`config.mk`:
```
export PLATFORM = sky130hd
export DESIGN_NAME = sr_wb_shifter
export DESIGN_NICKNAME = d
export VERILOG_FILES = /design/src/rtl/sr_wb_shifter.sv
export SDC_FILE = /design/constraint.sdc
export NUM_CORES = 1
export LEC_CHECK = 0
export BUFFER_PORTS_ARGS = -buffer_cell sky130_fd_sc_hd__buf_2
export CORE_AREA = 3 3 197 199
export DETAILED_ROUTE_END_ITERATION = 12
export DIE_AREA = 0 0 200 202
export GPL_TIMING_DRIVEN = 1
export PLACE_DENSITY = 0.44
export SLEW_MARGIN = 10
export SYNTH_ARGS = -nofsm -noshare
export SYNTH_HDL_FRONTEND = slang
export SYNTH_SLANG_ARGS = --single-unit
```
`constraint.sdc`:
```
create_clock -name wb_clk_i -period 3.85 [get_ports wb_clk_i]
set_input_delay 0.385 -clock wb_clk_i [delete_from_list [all_inputs] [get_ports wb_clk_i]]
set_output_delay 0.385 -clock wb_clk_i [all_outputs]
set_load 0.005 [all_outputs]
```
`src/rtl/sr_wb_shifter.sv`:
```
// rtl/sr_wb_shifter.sv - Wishbone-slave serial shift engine (clock/data/latch out, serial sample in)
//
// Purpose: firmware loads TXDATA, LEN, DIV and direction over Wishbone, then
// writes START. The word is shifted out on sr_dout_o with sr_clk_o, sr_din_i is
// sampled on each rising serial clock, and sr_latch_o pulses after the last bit.
//
// Ports:
//   wb_clk_i, wb_rst_i          system clock, synchronous active-high reset
//   wbs_cyc_i/stb_i/we_i        Wishbone request qualifiers
//   wbs_sel_i[3:0]              byte lane selects for writes
//   wbs_adr_i[31:0]             byte address, window BASE_ADDR..+0x1F
//   wbs_dat_i[31:0]             write data
//   wbs_ack_o, wbs_dat_o[31:0]  single-cycle ack with read data
//   sr_din_i                    serial data in
//   sr_clk_o, sr_dout_o         serial clock and data out
//   sr_latch_o                  latch strobe after the last bit
//   io_oeb[2:0]                 pad output-enable-bar, always driven (0)
module sr_wb_shifter #(
  parameter logic [31:0] BASE_ADDR = 32'h3000_0000,
  parameter int          DIV_W     = 16
) (
  input  logic        wb_clk_i,
  input  logic        wb_rst_i,
  input  logic        wbs_cyc_i,
  input  logic        wbs_stb_i,
  input  logic        wbs_we_i,
  input  logic [3:0]  wbs_sel_i,
  input  logic [31:0] wbs_adr_i,
  input  logic [31:0] wbs_dat_i,
  output logic        wbs_ack_o,
  output logic [31:0] wbs_dat_o,
  input  logic        sr_din_i,
  output logic        sr_clk_o,
  output logic        sr_dout_o,
  output logic        sr_latch_o,
  output logic [2:0]  io_oeb
);

  typedef enum logic [1:0] {IDLE, LOW, HIGH, LATCH} state_t;

  state_t state, state_next;

  logic [4:0]       len_q;
  logic             msb_q;
  logic [DIV_W-1:0] div_q;
  logic [31:0]      tx_q;
  logic [31:0]      rx_q;
  logic             done_q;
  logic [31:0]      tx_sh;
  logic [31:0]      rx_sh;
  logic [DIV_W-1:0] cnt;
  logic [4:0]       bit_cnt;
  logic [31:0]      rd;

  // Byte offset bits are don't-care for a word-addressed register file.
  logic unused_adr;
  assign unused_adr = &{1'b0, wbs_adr_i[1:0]};

  assign io_oeb = 3'b000;

  logic       req, acc, wr, busy, start_go, phase_end;
  logic [2:0] reg_sel;
  logic [4:0] idx;

  assign req     = wbs_cyc_i & wbs_stb_i & (wbs_adr_i[31:5] == BASE_ADDR[31:5]);
  // Accept only when ack is low so each request yields exactly one ack cycle.
  assign acc     = req & ~wbs_ack_o;
  assign wr      = acc & wbs_we_i;
  assign reg_sel = wbs_adr_i[4:2];
  assign busy    = (state != IDLE);
  assign start_go = wr && (reg_sel == 3'd0) && wbs_sel_i[3] && wbs_dat_i[31] && !busy;
  assign phase_end = (cnt == div_q);
  // Bit position of the current serial slot; shared by TX and RX so the first
  // received bit lands where the first transmitted bit came from.
  assign idx = msb_q ? (len_q - bit_cnt) : bit_cnt;

  function automatic logic [31:0] merge(input logic [31:0] old_v,
                                        input logic [31:0] new_v,
                                        input logic [3:0]  sel);
    logic [31:0] res;
    for (int b = 0; b < 4; b++) begin
      res[8*b +: 8] = sel[b] ? new_v[8*b +: 8] : old_v[8*b +: 8];
    end
    return res;
  endfunction

  logic [31:0] ctrl_new, div_new, tx_new;
  assign ctrl_new = merge({23'b0, msb_q, 3'b0, len_q}, wbs_dat_i, wbs_sel_i);
  assign div_new  = merge({{(32-DIV_W){1'b0}}, div_q}, wbs_dat_i, wbs_sel_i);
  assign tx_new   = merge(tx_q, wbs_dat_i, wbs_sel_i);

  always_comb begin
    rd = 32'h0;
    case (reg_sel)
      3'd0:    rd = {23'b0, msb_q, 3'b0, len_q};
      3'd1:    rd = {{(32-DIV_W){1'b0}}, div_q};
      3'd2:    rd = tx_q;
      3'd3:    rd = rx_q;
      3'd4:    rd = {30'b0, done_q, busy};
      default: rd = 32'h0;
    endcase
  end

  // State register
  always_ff @(posedge wb_clk_i) begin
    if (wb_rst_i) state <= IDLE;
    else          state <= state_next;
  end

  // Next-state logic
  always_comb begin
    state_next = state;
    case (state)
      IDLE:  if (start_go)  state_next = LOW;
      LOW:   if (phase_end) state_next = HIGH;
      HIGH:  if (phase_end) state_next = (bit_cnt == len_q) ? LATCH : LOW;
      LATCH: if (phase_end) state_next = IDLE;
      default:              state_next = IDLE;
    endcase
  end

  // Output logic
  always_comb begin
    sr_clk_o   = (state == HIGH);
    sr_latch_o = (state == LATCH);
    sr_dout_o  = 1'b0;
    if (state == LOW || state == HIGH) sr_dout_o = tx_sh[idx];
  end

  // Wishbone registers and shift datapath
  always_ff @(posedge wb_clk_i) begin
    if (wb_rst_i) begin
      wbs_ack_o <= 1'b0;
      wbs_dat_o <= 32'h0;
      len_q     <= 5'd0;
      msb_q     <= 1'b0;
      div_q     <= '0;
      tx_q      <= 32'h0;
      rx_q      <= 32'h0;
      done_q    <= 1'b0;
      tx_sh     <= 32'h0;
      rx_sh     <= 32'h0;
      cnt       <= '0;
      bit_cnt   <= 5'd0;
    end else begin
      wbs_ack_o <= acc;
      wbs_dat_o <= acc ? rd : 32'h0;

      if (wr && !busy) begin
        case (reg_sel)
          3'd0: begin
            len_q <= ctrl_new[4:0];
            msb_q <= ctrl_new[8];
          end
          3'd1:    div_q <= div_new[DIV_W-1:0];
          3'd2:    tx_q  <= tx_new;
          default: ;
        endcase
      end

      if (wr && reg_sel == 3'd4 && wbs_sel_i[0] && wbs_dat_i[1]) done_q <= 1'b0;

      if (start_go) begin
        tx_sh   <= tx_q;
        rx_sh   <= 32'h0;
        rx_q    <= 32'h0;
        bit_cnt <= 5'd0;
      end

      if (state_next != state) cnt <= '0;
      else if (busy)           cnt <= cnt + DIV_W'(1);

      if (state == HIGH && cnt == '0) rx_sh[idx] <= sr_din_i;

      if (state == HIGH && phase_end && bit_cnt != len_q) bit_cnt <= bit_cnt + 5'd1;

      // Placed after the W1C so a simultaneous set wins.
      if (state == LATCH && phase_end) begin
        rx_q   <= rx_sh;
        done_q <= 1'b1;
      end
    end
  end

endmodule

```
* Yosys cells after proc, flatten, opt, wreduce, memory -nomap -nowiden *
Cells that the tools add are included.

cells by class
  $add $sub $neg = 3
  multiply operators = 0
  div/mod/pow operators = 0
  magnitude comparators = 2
  eq/ne operators = 12
  shifts and indexed selects = 0
  multiplexer cells = 23
  bitwise logic cells = 6
  reduce and logical (&&, ||, !) cells = 32

operators with widths
  kind                                                                    count
  32-bit two-way mux                                                      5
  32-bit case mux with 5 select lines                                     1
  32-bit bitwise mux                                                      1
  27-bit by 25-bit == test with 1-bit output (second input constant)      1
  3-bit AND reduction                                                     8
  16-bit by 1-bit adder with 16-bit output (second input constant)        1
  16-bit == test                                                          1
  16-bit logical NOT                                                      1
  5-bit two-way mux                                                       3
  1-bit logical AND                                                       13
  2-bit two-way mux                                                       5
  2-bit case mux with 4 select lines                                      1
  2-bit nonzero test                                                      4
  3-bit by 2-bit == test with 1-bit output (second input constant)        2
  5-bit by 6-bit < comparator with 1-bit output (second input constant)   1
  5-bit by 1-bit adder with 5-bit output (second input constant)          1
  1-bit binary-select mux with 5-bit select                               1
  1-bit demux with 5-bit select                                           1
  5-bit == test                                                           1
  5-bit by 1-bit >= comparator with 1-bit output (second input constant)  1
  1-bit two-way mux                                                       5
  5-bit != test                                                           1
  5-bit subtractor                                                        1
  1-bit bitwise AND                                                       4
  other kinds (11)                                                        14

storage, ports and cells
  bits in registers = 207
  latch bits = 0
  memory bits (writable) = 0
  bits in read-only memories = 0
  input port bits = 74
  output and inout bits = 39
  word-level logic and storage cells = 95
  memories = 0

* Depth between registers and ports, before layout *
  depth in word-level cells = 12
  mapped depth = 11
  mapped depth without buffers = 10

* Worst setup path after synthesis *
Ideal clock, no wire load.

  path type = reg2out
  from = register bit_cnt[0]
  to = output port sr_dout_o
  data arrival time = 2485 ps
  required time = 3465 ps
  path slack = 980 ps
  cell stages (with the launch flop) = 10
  buffers on the path = 0
  cell sequence = dfxtp_1 ha_1 inv_1 fa_1 nand2_1 a21boi_0 mux4_2 nor3_1 nor3_1 o221a_2

on the way
  longest elaborated chain between the ends = 5

ends and longest elaborated chain
  item                                           line  text
  from (decl)                                    52    logic [4:0] bit_cnt;
  from (signal assigned)                         175   if (state == HIGH && phase_end && bit_cnt != len_q) bit_cnt <= bit_cnt + 5'd1;
  5-bit subtractor                               75    assign idx = msb_q ? (len_q - bit_cnt) : bit_cnt;
  5-bit two-way mux (*)                          75
  1-bit binary-select mux with 5-bit select (*)  127   if (state == LOW || state == HIGH) sr_dout_o = tx_sh[idx];
  1-bit two-way mux (implied by the code) (*)    127
  1-bit two-way mux (*)                          127
  to (decl)                                      34    output logic sr_dout_o,

Mark *: on every way between the ends. The rest lies on a longest branch, timed or not. The select of a mux whose other input is x is not followed.

* Worst setup path after layout *
  from = register len_q[0]
  to = output port sr_dout_o

on the way
  longest elaborated chain between the ends = 5

ends and longest elaborated chain
  item                                       line  text
  from (decl)                                43    logic [4:0] len_q;
  from (signal assigned)                     152   len_q <= ctrl_new[4:0];
  5-bit subtractor                           75
  5-bit two-way mux                          75
  1-bit binary-select mux with 5-bit select  127
  1-bit two-way mux (implied by the code)    127
  1-bit two-way mux                          127

Every way passes these cells. The select of a mux whose other input is x is not followed.

==> flow_summary_export.csv <==
group,metric,value,unit
pwr,comb_power_share,0.054,
timing,finalHoldViolCount,0,
worst_setup_path,max_stage_delay,0.55,ns
logic_synthesis,syn_area,0.00923,mm^2
global_route,grt-ovfl-total,0,
worst_hold_path,hold_class,"in -> reg",
worst_setup_path,path_class,"reg -> out",
global_route,grt_pass1_vias,7601,
cells_and_area,antenna_cells,0,
detailed_routing,wl_per_cell,17.6,um
pwr,p_int,3.75,mW
logic_synthesis,synth_edf_count,0,
clock_network,cts_root_buf,"clkbuf_16",
logic_synthesis,yosysMostFrequentCell,"dfxtp_1",
worst_setup_path,slowest_stage,"mux4_2",
worst_hold_path,holdPathStages,3,
pwr,pwr-share-clk,0.505,
die,die_area,0.0404,mm^2
pwr,power_switching_share,0.233,
logic_synthesis,synth_cells,1005,
cells_and_area,finish.net_count,1185,
die,initial_core_util,0.247,
pwr,power_switching,1.14,mW
outcome,status,"complete, no violations",
pwr,pwr_density_cell,438,mW/mm^2
pwr,power_leakage,3.92,nW
placement,portBuffers,107,
die,rows,71,
cells_and_area,layout-drive-gt1-share,0.198,
worst_setup_path,cp_data_arrival_time,3.28,ns
detailed_routing,vias,7518,
placement,gp_congestion,0.791,
cells_and_area,area_growth,21.0,%
timing,max_freq,273,MHz
timing,fin_tns_setup,0,ns
logic_synthesis,ys_seq_elements,207,
pwr,power,4.89,mW
logic_synthesis,ys_warn_count,0,
logic_synthesis,yosys-top-cells-count,"dfxtp_1 (207), nor2_1 (135), nand2_1 (88)",
global_route,antenna_found_initial,0,
timing,relSlewSlack,0.293,
worst_setup_path,cp_cell_sequence,"inv_1 -> ha_1 -> a21oi_1 -> buf_4 -> mux4_2 -> o31ai_1 -> nor3_1 -> o221a_2 -> buf_2",
cells_and_area,num-fill-cells,3967,
detailed_routing,drtAntennaViolNets,0,
clock_network,htreeDepth,1,
job,drv_cap,0,
detailed_routing,drt_wl_total,28.6,mm
clock_network,hold_buffers,0,
timing,post-route-period-util,0.953,
worst_setup_path,cp_max_fo,5,
logic_synthesis,synthFlopType,"dfxtp_1",
global_route,grt_pass1_wl,44.3,mm
logic_synthesis,synthArstFlopShare,0,
global_route,grt_max_degree,65,
die,die_h,202,um
clock_network,numCtsBuffers,26,
worst_hold_path,hp-start,"wbs_dat_i[21]",
clock_network,clock_latency,0.54,ns
global_route,gr-usage-all-layers,0.138,
pwr,ir_drop,0.000254,V
timing,maxSlewViolCount,0,
logic_synthesis,synth_cell_types,60,
timing,fin_crit,3.67,ns
worst_hold_path,min_to,"tx_q[21]",
detailed_routing,first_iter_violations,479,
worst_setup_path,rrSetupSlack,0.88,ns
logic_synthesis,synth_area_leader_cell,"dfxtp_1",
die,die_w,200,um
clock_network,clockBufferDepth,3,
logic_synthesis,synth_area_leaders,"dfxtp_1 (45%), mux2i_1 (7.6%), nor2_1 (5.5%), a22oi_1 (4.7%), a21oi_1 (4.0%)",
die,core_area,0.0374,mm^2
timing,rsz0062_at_grt,"no",
timing,fin_worst_skew,0.0187,ns
worst_setup_path,endpoint_kind,"output port",
placement,dp_hpwl,20.3,mm
detailed_routing,drcViolationCount,0,
logic_synthesis,syn_area_per_cell,9.18,um^2
clock_network,cts_sinks,207,
timing,tightest_slew,1.06,ns
timing,setup_viol,0,
detailed_routing,first_pass_iters,5,
worst_setup_path,r2r-start,"bit_cnt[3]",
worst_setup_path,r2r_cells,9,
clock_network,clk_pin_slew_worst_paths,0.06,ns
detailed_routing,drt-vias-per-instance,4.62,
logic_synthesis,synth_top_area_frac,0.449,
clock_network,cts_tree,"done",
worst_setup_path,crit_path_start_kind,"flop",
pwr,sequentialPowerShare,0.441,
worst_setup_path,r2r-end,"rx_sh[15]",
logic_synthesis,yosysSeqAreaShare,0.449,
die,ios,113,
worst_setup_path,crit_required,3.46,ns
-- metrics by stage --
step	setup WS, ns	std cells	utilization	hold slack [ns]	instance area (um^2)
final	0.183	1627	0.299	0.0952	11200
after global routing	0.0451	1627	0.299	0.101	11200
after CTS	0.0876	1626	0.298	0.0781	11200
after detailed placement	0.675	1580	0.275	0.447	10300
after global placement	0.666	1580	0.275	0.442	10300
after floorplan	0.980	1007	-	0.433	9240
-- cells by family (layout without fill, tap and decap cells) --
kind of cell,Yosys count,count (layout),synth area share
flops,207,207,0.449
xor+xnor,33,33,0.0313
compound gates,184,184,0.130
mux,91,91,0.115
fa+ha+maj,13,13,0.0184
buf+inv,87,196,0.0434
simple gates,389,389,0.212
other cells,1,3,0.000406
-- flip-flops by register name, summed over array words and instances (netlist names) --
name	cells
cnt	16
wbs_dat_o	32
rx_sh	32
done_q	1
bit_cnt	5
wbs_ack_o	1
tx_q	32
tx_sh	32
rx_q	32
msb_q	1
state	2
div_q	16
len_q	5
-- critical path: cells and delay by family (launching register included) --
kind                       cells  cell delay [ns]
AOI/OAI and AO/OA              3             0.96
muxes                          1             0.55
buffers and inverters          3             0.46
DFF                            1             0.35
adders and majority gates      1             0.34
and+or+nand+nor                1             0.07
-- power by group through the flow --
stage	combinational, mW	sequential, mW	clock [mW]
floorplan	0.164	2.20	0
global placement	0.262	2.20	0
detailed placement	0.265	2.20	0
CTS	0.266	2.16	2.55
global route	0.284	2.16	2.63
finish	0.263	2.16	2.47
-- routing by layer --
metal,share of wire,up-vias,global-route usage,wire (um)
li1,-,3764,-,-
met1,0.49,3570,0.200,14000
met2,0.45,143,0.216,12800
met3,0.044,41,0.0200,1250
met4,0.019,0,0.0327,546
met5,0,-,0,0
-- worst max path at each step --
| stage | from | end | slack (ns) | cells after the start |
|---|---|---|---|---|
| after floorplan | bit_cnt[0] | sr_dout_o | 0.98 | 9 |
| after global routing | len_q[0] | sr_dout_o | 0.05 | 12 |
| after CTS | bit_cnt[0] | sr_dout_o | 0.09 | 11 |
| final | len_q[0] | sr_dout_o | 0.18 | 9 |
| after global placement | bit_cnt[0] | sr_dout_o | 0.67 | 11 |
| after detailed placement | bit_cnt[0] | sr_dout_o | 0.68 | 11 |
-- cells in the final DEF, fill, tap and decap left out, drive strengths merged, types with 39 or more instances in the layout --
master and n:
a22oi 58, nor3 40, nand2 88, nor2 135
mux2i 70, buf 137, dfxtp 207, clkbuf 39
a21oi 73, nand3 47
-- timing repair --
action	in CTS	in global routing
gates resized for setup	0	1
setup endpoints to repair	0	1
buffers inserted	0	1
-- final cells by class --
| class | instances | area [um^2] | share of cell area |
|---|---|---|---|
| multi-input combinational | 713 | 4710 | 0.422 |
| inverter | 13 | 48.8 | 0.00437 |
| timing repair buffer | 137 | 763 | 0.0683 |
| clock buffer | 39 | 771 | 0.0690 |
| clock inverter | 7 | 91.3 | 0.00818 |
| sequential | 207 | 4150 | 0.371 |
| tap | 511 | 639 | 0.0572 |
(Power assumes the default switching activity.)
